File: config.mk
export PLATFORM = sky130hd
export DESIGN_NAME = request_unit
export DESIGN_NICKNAME = d
export VERILOG_FILES = /design/src/rtl/cpu_types_pkg.sv /design/src/rtl/req_wait_counter.sv /design/src/rtl/request_unit.sv
export SDC_FILE = /design/constraint.sdc
export NUM_CORES = 1
export LEC_CHECK = 0
export ABC_AREA = 1
export CORE_ASPECT_RATIO = 1.1
export CORE_MARGIN = 2
export CORE_UTILIZATION = 43
export CTS_CLUSTER_DIAMETER = 100
export DETAILED_ROUTE_END_ITERATION = 10
export GPL_ROUTABILITY_DRIVEN = 1
export PLACE_DENSITY_LB_ADDON = 0.08
export SLEW_MARGIN = 20
export SYNTH_ARGS = -nofsm -noshare
export SYNTH_HDL_FRONTEND = slang
export SYNTH_SLANG_ARGS = --single-unit
File: constraint.sdc
create_clock -name CLK -period 1.5 [get_ports CLK]
set_input_delay 0.3 -clock CLK [delete_from_list [all_inputs] [get_ports CLK]]
set_output_delay 0.3 -clock CLK [all_outputs]
set_load 0.05 [all_outputs]
File: src/rtl/cpu_types_pkg.sv
// Shared CPU types: datapath word, ALU opcodes and the request-unit state encoding.
package cpu_types_pkg;

    typedef logic [31:0] word_t;

    typedef enum logic [3:0] {
        ALU_SLL  = 4'd0,
        ALU_SRL  = 4'd1,
        ALU_ADD  = 4'd2,
        ALU_SUB  = 4'd3,
        ALU_AND  = 4'd4,
        ALU_OR   = 4'd5,
        ALU_XOR  = 4'd6,
        ALU_NOR  = 4'd7,
        ALU_SLT  = 4'd8,
        ALU_SLTU = 4'd9
    } aluop_t;

    typedef enum logic [1:0] {
        RQ_IDLE  = 2'b00,
        RQ_FETCH = 2'b01,
        RQ_DATA  = 2'b10,
        RQ_HALT  = 2'b11
    } reqstate_t;

endpackage

File: src/rtl/req_wait_counter.sv
// Saturating wait counter; at_max flags that the current wait has reached WAIT_MAX cycles.
module req_wait_counter #(
    parameter int CNT_W    = 8,
    parameter int WAIT_MAX = 255
) (
    input  logic CLK,
    input  logic RST,
    input  logic clr,
    input  logic inc,
    output logic at_max
);

    localparam logic [CNT_W-1:0] CNT_ALL_ONES = {CNT_W{1'b1}};
    localparam logic [CNT_W-1:0] CNT_LIMIT    = CNT_W'(WAIT_MAX);
    localparam logic [CNT_W-1:0] CNT_ONE      = {{(CNT_W-1){1'b0}}, 1'b1};

    logic [CNT_W-1:0] r_cnt;

    // Clear wins over increment; the count sticks at all-ones instead of wrapping.
    always_ff @(posedge CLK) begin
        if (RST) begin
            r_cnt <= {CNT_W{1'b0}};
        end else if (clr) begin
            r_cnt <= {CNT_W{1'b0}};
        end else if (inc && (r_cnt != CNT_ALL_ONES)) begin
            r_cnt <= r_cnt + CNT_ONE;
        end else begin
            r_cnt <= r_cnt;
        end
    end

    assign at_max = (r_cnt >= CNT_LIMIT);

endmodule

File: src/rtl/request_unit.sv
// Converts control-unit request levels into imem/dmem handshakes, pulses pcEN per
// retired instruction, parks on halt and keeps a sticky protocol/timeout error.
module request_unit
    import cpu_types_pkg::*;
#(
    parameter int WAIT_MAX = 255,
    parameter int CNT_W    = 8
) (
    input  logic CLK,
    input  logic RST,
    input  logic iREN,
    input  logic dREN,
    input  logic dWEN,
    input  logic halt,
    input  logic ihit,
    input  logic dhit,
    output logic imemREN,
    output logic dmemREN,
    output logic dmemWEN,
    output logic pcEN,
    output logic halted,
    output logic err
);

    reqstate_t r_state;
    reqstate_t w_state_next;
    logic      r_rd_q;
    logic      r_wr_q;
    logic      r_err;
    logic      w_rd_next;
    logic      w_wr_next;
    logic      w_pcen;
    logic      w_inc;
    logic      w_clr;
    logic      w_err_set;
    logic      w_at_max;

    // Next-state, data-latch, retire-pulse and wait-increment decode.
    always_comb begin
        w_state_next = r_state;
        w_rd_next    = r_rd_q;
        w_wr_next    = r_wr_q;
        w_pcen       = 1'b0;
        w_inc        = 1'b0;
        w_err_set    = 1'b0;
        case (r_state)
            RQ_IDLE: begin
                w_state_next = RQ_FETCH;
            end
            RQ_FETCH: begin
                if (ihit) begin
                    if (halt) begin
                        w_state_next = RQ_HALT;
                    end else if (dREN || dWEN) begin
                        // A simultaneous read and write is malformed: the write wins.
                        w_rd_next    = dREN & ~dWEN;
                        w_wr_next    = dWEN;
                        w_err_set    = dREN & dWEN;
                        w_state_next = RQ_DATA;
                    end else begin
                        w_pcen = 1'b1;
                    end
                end else begin
                    w_inc = iREN;
                end
            end
            RQ_DATA: begin
                if (dhit) begin
                    w_pcen       = 1'b1;
                    w_rd_next    = 1'b0;
                    w_wr_next    = 1'b0;
                    w_state_next = RQ_FETCH;
                end else begin
                    w_inc = 1'b1;
                end
            end
            RQ_HALT: begin
                w_state_next = RQ_HALT;
            end
            default: begin
                w_state_next = RQ_IDLE;
            end
        endcase
    end

    // A retire in RQ_FETCH starts a fresh fetch wait even though the state is unchanged.
    assign w_clr = (w_state_next != r_state) | w_pcen;

    req_wait_counter #(
        .CNT_W    (CNT_W),
        .WAIT_MAX (WAIT_MAX)
    ) u_wait_counter (
        .CLK    (CLK),
        .RST    (RST),
        .clr    (w_clr),
        .inc    (w_inc),
        .at_max (w_at_max)
    );

    // State, request latches and sticky error.
    always_ff @(posedge CLK) begin
        if (RST) begin
            r_state <= RQ_IDLE;
            r_rd_q  <= 1'b0;
            r_wr_q  <= 1'b0;
            r_err   <= 1'b0;
        end else begin
            r_state <= w_state_next;
            r_rd_q  <= w_rd_next;
            r_wr_q  <= w_wr_next;
            r_err   <= r_err | w_err_set | w_at_max;
        end
    end

    // imemREN forwards the fetch request level while fetching; the rest decode from registers.
    assign imemREN = (r_state == RQ_FETCH) & iREN;
    assign dmemREN = (r_state == RQ_DATA) & r_rd_q;
    assign dmemWEN = (r_state == RQ_DATA) & r_wr_q;
    assign pcEN    = w_pcen;
    assign halted  = (r_state == RQ_HALT);
    assign err     = r_err | w_at_max;

endmodule
# Word level (Yosys, flattened, before mapping)
# Cells that the tools add are included.
# classes
add_sub_neg	1
order_cmp	1
eq_ne	9
n_mux	26
bitwise_logic	10
reduce_logical	6
# ops
cell	n
two-way mux 1 bit	17
adder 8 x 1 -> 8 bit, second input constant	1
greater-or-equal comparator 8 bit, second input constant	1
two-way mux 2 bit	4
!= test 2 bit, second input constant	4
!= test 8 bit, second input constant	1
one-hot mux 1 bit (2 select lines)	4
one-hot mux 2 bit (4 select lines)	1
AND 1 bit	5
AND reduction 5 bit	1
equality test 2 bit, second input constant	2
bitwise OR 1 bit	4
equality test 2 x 1 -> 1 bit, second input constant	1
zero test 2 bit	1
!= test 2 bit	1
nonzero test 2 bit	1
OR reduction 2 bit	1
logical AND 1 bit	1
logical OR 1 bit	1
inverter 1 bit	1
# totals
register_bits	13
input_bits	8
out_inout_bits	6
word_cells	58

# Logic depth before layout (Yosys ltp)
# logic_depth
ltp_word	8
depth_mapped	11
ltp_nobuf	10

# Hierarchy
# Synthesis repeated with hierarchy kept, for this count alone.
# unflattened
hier_cells	141
area_unflattened_um2	925.9
# by_module_without_submodules
module	instances	cells_per_inst	area_per_inst_um2
req_wait_counter	1	71	480.5
request_unit	1	70	445.4

# Worst setup path after synthesis
# No wires, ideal clock.
# synth_path
path_kind	reg2reg
from	register r_state[0]
to	register u_wait_counter.r_cnt[6]
setup_ns	0.122
arrival_time_ns	1.802
slack_ns	-0.424
stages_incl_launch_ff	7
period_less_slack_ns	1.924
path_cell_list	dfxtp_1 > inv_1 > ha_1 > a21boi_2 > nor2_1 > nand3_4 > nor3_2
# synth_via
word_cells_on_any_way	15
# synth_lines
element	line	rtl
start, declared	request_unit.sv:25	reqstate_t r_state;
start signal, assigned	request_unit.sv:108	r_state <= w_state_next;
equality test 2 bit or equality test 2 x 1 -> 1 bit (tied branches)	request_unit.sv:46	case (r_state)
one-hot mux 1 bit (2 select lines) *	request_unit.sv:46	
via pcEN	request_unit.sv:20	output logic pcEN,
bitwise OR 1 bit *	request_unit.sv:87	assign w_clr = (w_state_next != r_state) | w_pcen;
OR reduction 2 bit (no source line) *	--	
end signal, assigned	req_wait_counter.sv:24	r_cnt <= {CNT_W{1'b0}};
end signal, assigned	req_wait_counter.sv:26	r_cnt <= r_cnt + CNT_ONE;
end signal, assigned	req_wait_counter.sv:28	r_cnt <= r_cnt;
end, declared	req_wait_counter.sv:17	logic [CNT_W-1:0] r_cnt;
# The timed path passes the listed nets; every way through them passes the cells marked *.
# A chain may end at the register's enable or synchronous reset.

# Worst setup path in the final report
# layout_path
from	register r_state[0]
to	output port pcEN
# layout_via
elab_chain_cells	2
word_cells_on_any_way	3
# layout_rtl
element	line
equality test 2 bit or equality test 2 x 1 -> 1 bit (tied branches)	request_unit.sv:46
one-hot mux 1 bit (2 select lines) *	request_unit.sv:46
end, declared	request_unit.sv:20
# Every way passes the cells marked *; elsewhere a longest branch is shown, timed or not.

==> key figures <==
Layout
  – Nets: around 220
  – Seq. cell area: about 270 um2
  – Antenna Cells: 0
  – Fill count: around 150
  – Commonest non-fill, non-tap cell in the layout: nand2_1
  – Layout area overhead: 71.7%
  – Share of layout cells above drive strength 1: approximately 56%
  – Most frequent cells in the layout: 39 x nand2_1, 33 x buf_4, 14 x inv_1, 11 x nand2_2, 10 x inv_2
  – Final Util: between 70% and 80%
  – Multi-input logic area: between 800 and 900 um2

Logic synthesis
  – Synth area leader: dfxtp_1
  – Yosys reg bits: 13
  – Post-Syn Area: roughly 1100 um2
  – Top cells by area in the synthesized netlist: dfxtp_1 24%, nand2_1 18%, inv_1 8.8%
  – Netlist cell types: 28
  – Seq/Total Area, Yosys: between 20% and 30%
  – Yosys top cell area share: 24.4%
  – Syn. warnings: 0
  – Mean Syn Cell Area: slightly below 7 um2
  – Post-Syn Instances: 156
  – Syn nets: roughly 170

Clocking
  – Num CTS Buffers: 3
  – Clk sinks: 13
  – Clock Tree Buf Depth: 2
  – Clock Latency Late Sink: roughly 290 ps
  – CTS Root Cell: clkbuf_4
  – Max H-tree Level: 1
  – Worst-path clk slew: approximately 80 ps
  – CTS tree: built

Timing
  – Fmax: approximately 570 MHz
  – Endpoints failing setup: 17
  – Final count of pins violating max slew: 0
  – RSZ-0062 raised after global routing: true
  – Clock skew: approximately 4 ps
  – Final Hold Viols: 0
  – Period minus WS final: approximately 1800 ps
  – Worst Tran Pin Value: roughly 210 ps
  – Tcrit/Tclk final: 117%
  – Final WS setup: -253 ps
  – Normalized max-slew margin: a little under nine tenths

Global route
  – Largest net degree at the start of global routing: 9
  – GRT Max-Usage Layer: met2
  – GR Util met1: 26.7%
  – Vias in the first global route: between 1k and 1.5k
  – GR met2 Demand/Resource: a little over 40%
  – Initial antenna violation count: 0
  – GRT Residual Overflow: 0
  – Global-route wire length before repair: about 5.2 mm
  – Met3 GRT Util: around 5.1%
  – Gr usage total: about a quarter

Detailed routing
  – WL final: 2.97 mm
  – DR iter-0 viols: 14
  – Pre-antenna DRT Iters: 4
  – DRC violations left: 0
  – Routed wire per std cell: 12.4 um
  – Vias: roughly 1.1k
  – Number of vias per cell: ~4.8
  – ANT nets after route: 0

Setup path
  – CP Capture Type: output port
  – R2R Setup Slk: -150 ps
  – Critical path peak fanout: 4
  – RR Endpoint: u_wait_counter.r_cnt[0]
  – CP startpoint: r_state[0]
  – R2r startpoint: r_state[0]
  – Startpoint type of the worst setup path: flop
  – Worst r2r path cells: 10
  – Worst setup path end: pcEN
  – Critical path type: flop to output port
  – WP data required: about 1200 ps
  – WP data arrival: around 1500 ps

Outcome
  – Status: finished, violations left
  – Failing checks: setup timing

Floorplanning
  – Total I/O pin count: 14
  – Core Footprint: ~2300 um2
  – Die Wd: slightly above 50 um
  – Die area: 2890 um2
  – Initial Util: ~46%
  – Cell Rows: 18
  – Chip Height: around 56 um

Flow run
  – Max_cap viols: 0

Placement
  – Detailed Place HPWL: about 1.9 mm
  – Post-Place Setup Slack: -254 ps
  – GP Congestion: approximately 0.79
  – Number of port buffers: 13

Power and ir drop
  – Maximum VDD drop: 0.701 mV
  – Leakage power: approximately 0.82 nW
  – PD cells: 546 nW/um2

Min path
  – Hold Path Class: flop to flop
-- power breakdown --
part	internal [mW]	switching, mW
registers	0.357	0.0145
clock network	0.103	0.124
logic	0.188	0.212
-- synthesized netlist by cell type --
library cell / count
xor2_1: 2
nand3_1: 6
nor2_4: 2
nand3_2: 2
nand2_2: 3
inv_1: 25
or2_1: 1
a21oi_1: 2
nand2_1: 51
ha_1: 5
o21bai_1: 1
nand4_1: 1
nor2_1: 12
a21boi_2: 1
a31oi_1: 1
o21ai_1: 2
xnor2_1: 1
a21oi_2: 1
nand2_4: 4
nand3b_1: 1
buf_6: 1
nand3_4: 2
nor2_2: 1
o21ai_0: 2
a211oi_1: 2
nor3_2: 9
dfxtp_1: 13
inv_2: 2
-- cell type report --
type	instances	share of cell area [%]
clock buffers	4	1.44
well taps	30	2.05
inverters	27	6.09
repair buffers	50	26.4
multi-input cells	115	49.1
flip-flops and latches	13	14.9
-- how the worst min path moves through the flow --
stage,start,endpoint,slack [ps],depth (start not counted)
floorplan,RST,r_state[0],360,1
global placement,r_wr_q,r_wr_q,480,2
detailed placement,r_wr_q,r_wr_q,500,2
CTS,r_wr_q,r_wr_q,520,2
global route,r_rd_q,r_rd_q,540,2
finish,r_rd_q,r_rd_q,510,2
-- metrics by stage --
step,area (um2),TNS (ps),power (mW),hold WS [ps],instances
global route,1830,-3410,1.05,544,239
finish,1830,-2130,0.999,515,239
CTS,1730,-1510,0.954,519,234
floorplan,1110,-871,0.541,362,156
detailed placement,1460,-2740,0.664,497,216
global placement,1460,-2110,0.655,479,216
-- state kept, by name, summed over array words and instances (netlist names) --
name and cells:
r_wr_q 1, r_rd_q 1, r_err 1, u_wait_counter.r_cnt 8, r_state 2
-- layer usage --
metal / routed length (um) / vias up
met5: 0 / -
met4: 56 / 0
met3: 59 / 6
met2: 1610 / 11
met1: 1250 / 539
li1: - / 593
-- worst max-delay path, cell delays in order (launching register included) --
cell and delay, ps:
dfxtp_4 400, inv_4 40, buf_6 110, ha_4 260
a21boi_4 200, buf_12 150
-- kinds of logic after synthesis --
kind of cell,count (synthesis),synth area share [%]
flops,13,24.4
compound gates,12,7.40
fa+ha+maj,5,5.88
buf+inv,28,10.6
xor+xnor,3,2.47
simple gates,95,49.2
-- repair_timing --
item / 4_1_cts / 5_1_grt
pin swaps: 22 / 29
setup buffers: 15 / 6
setup endpoints to repair: 14 / 17
hold buffers: 0 / 0
gates resized for setup: 43 / 17
hold endpoints to repair: 0 / 0
(Power assumes the default switching activity.)
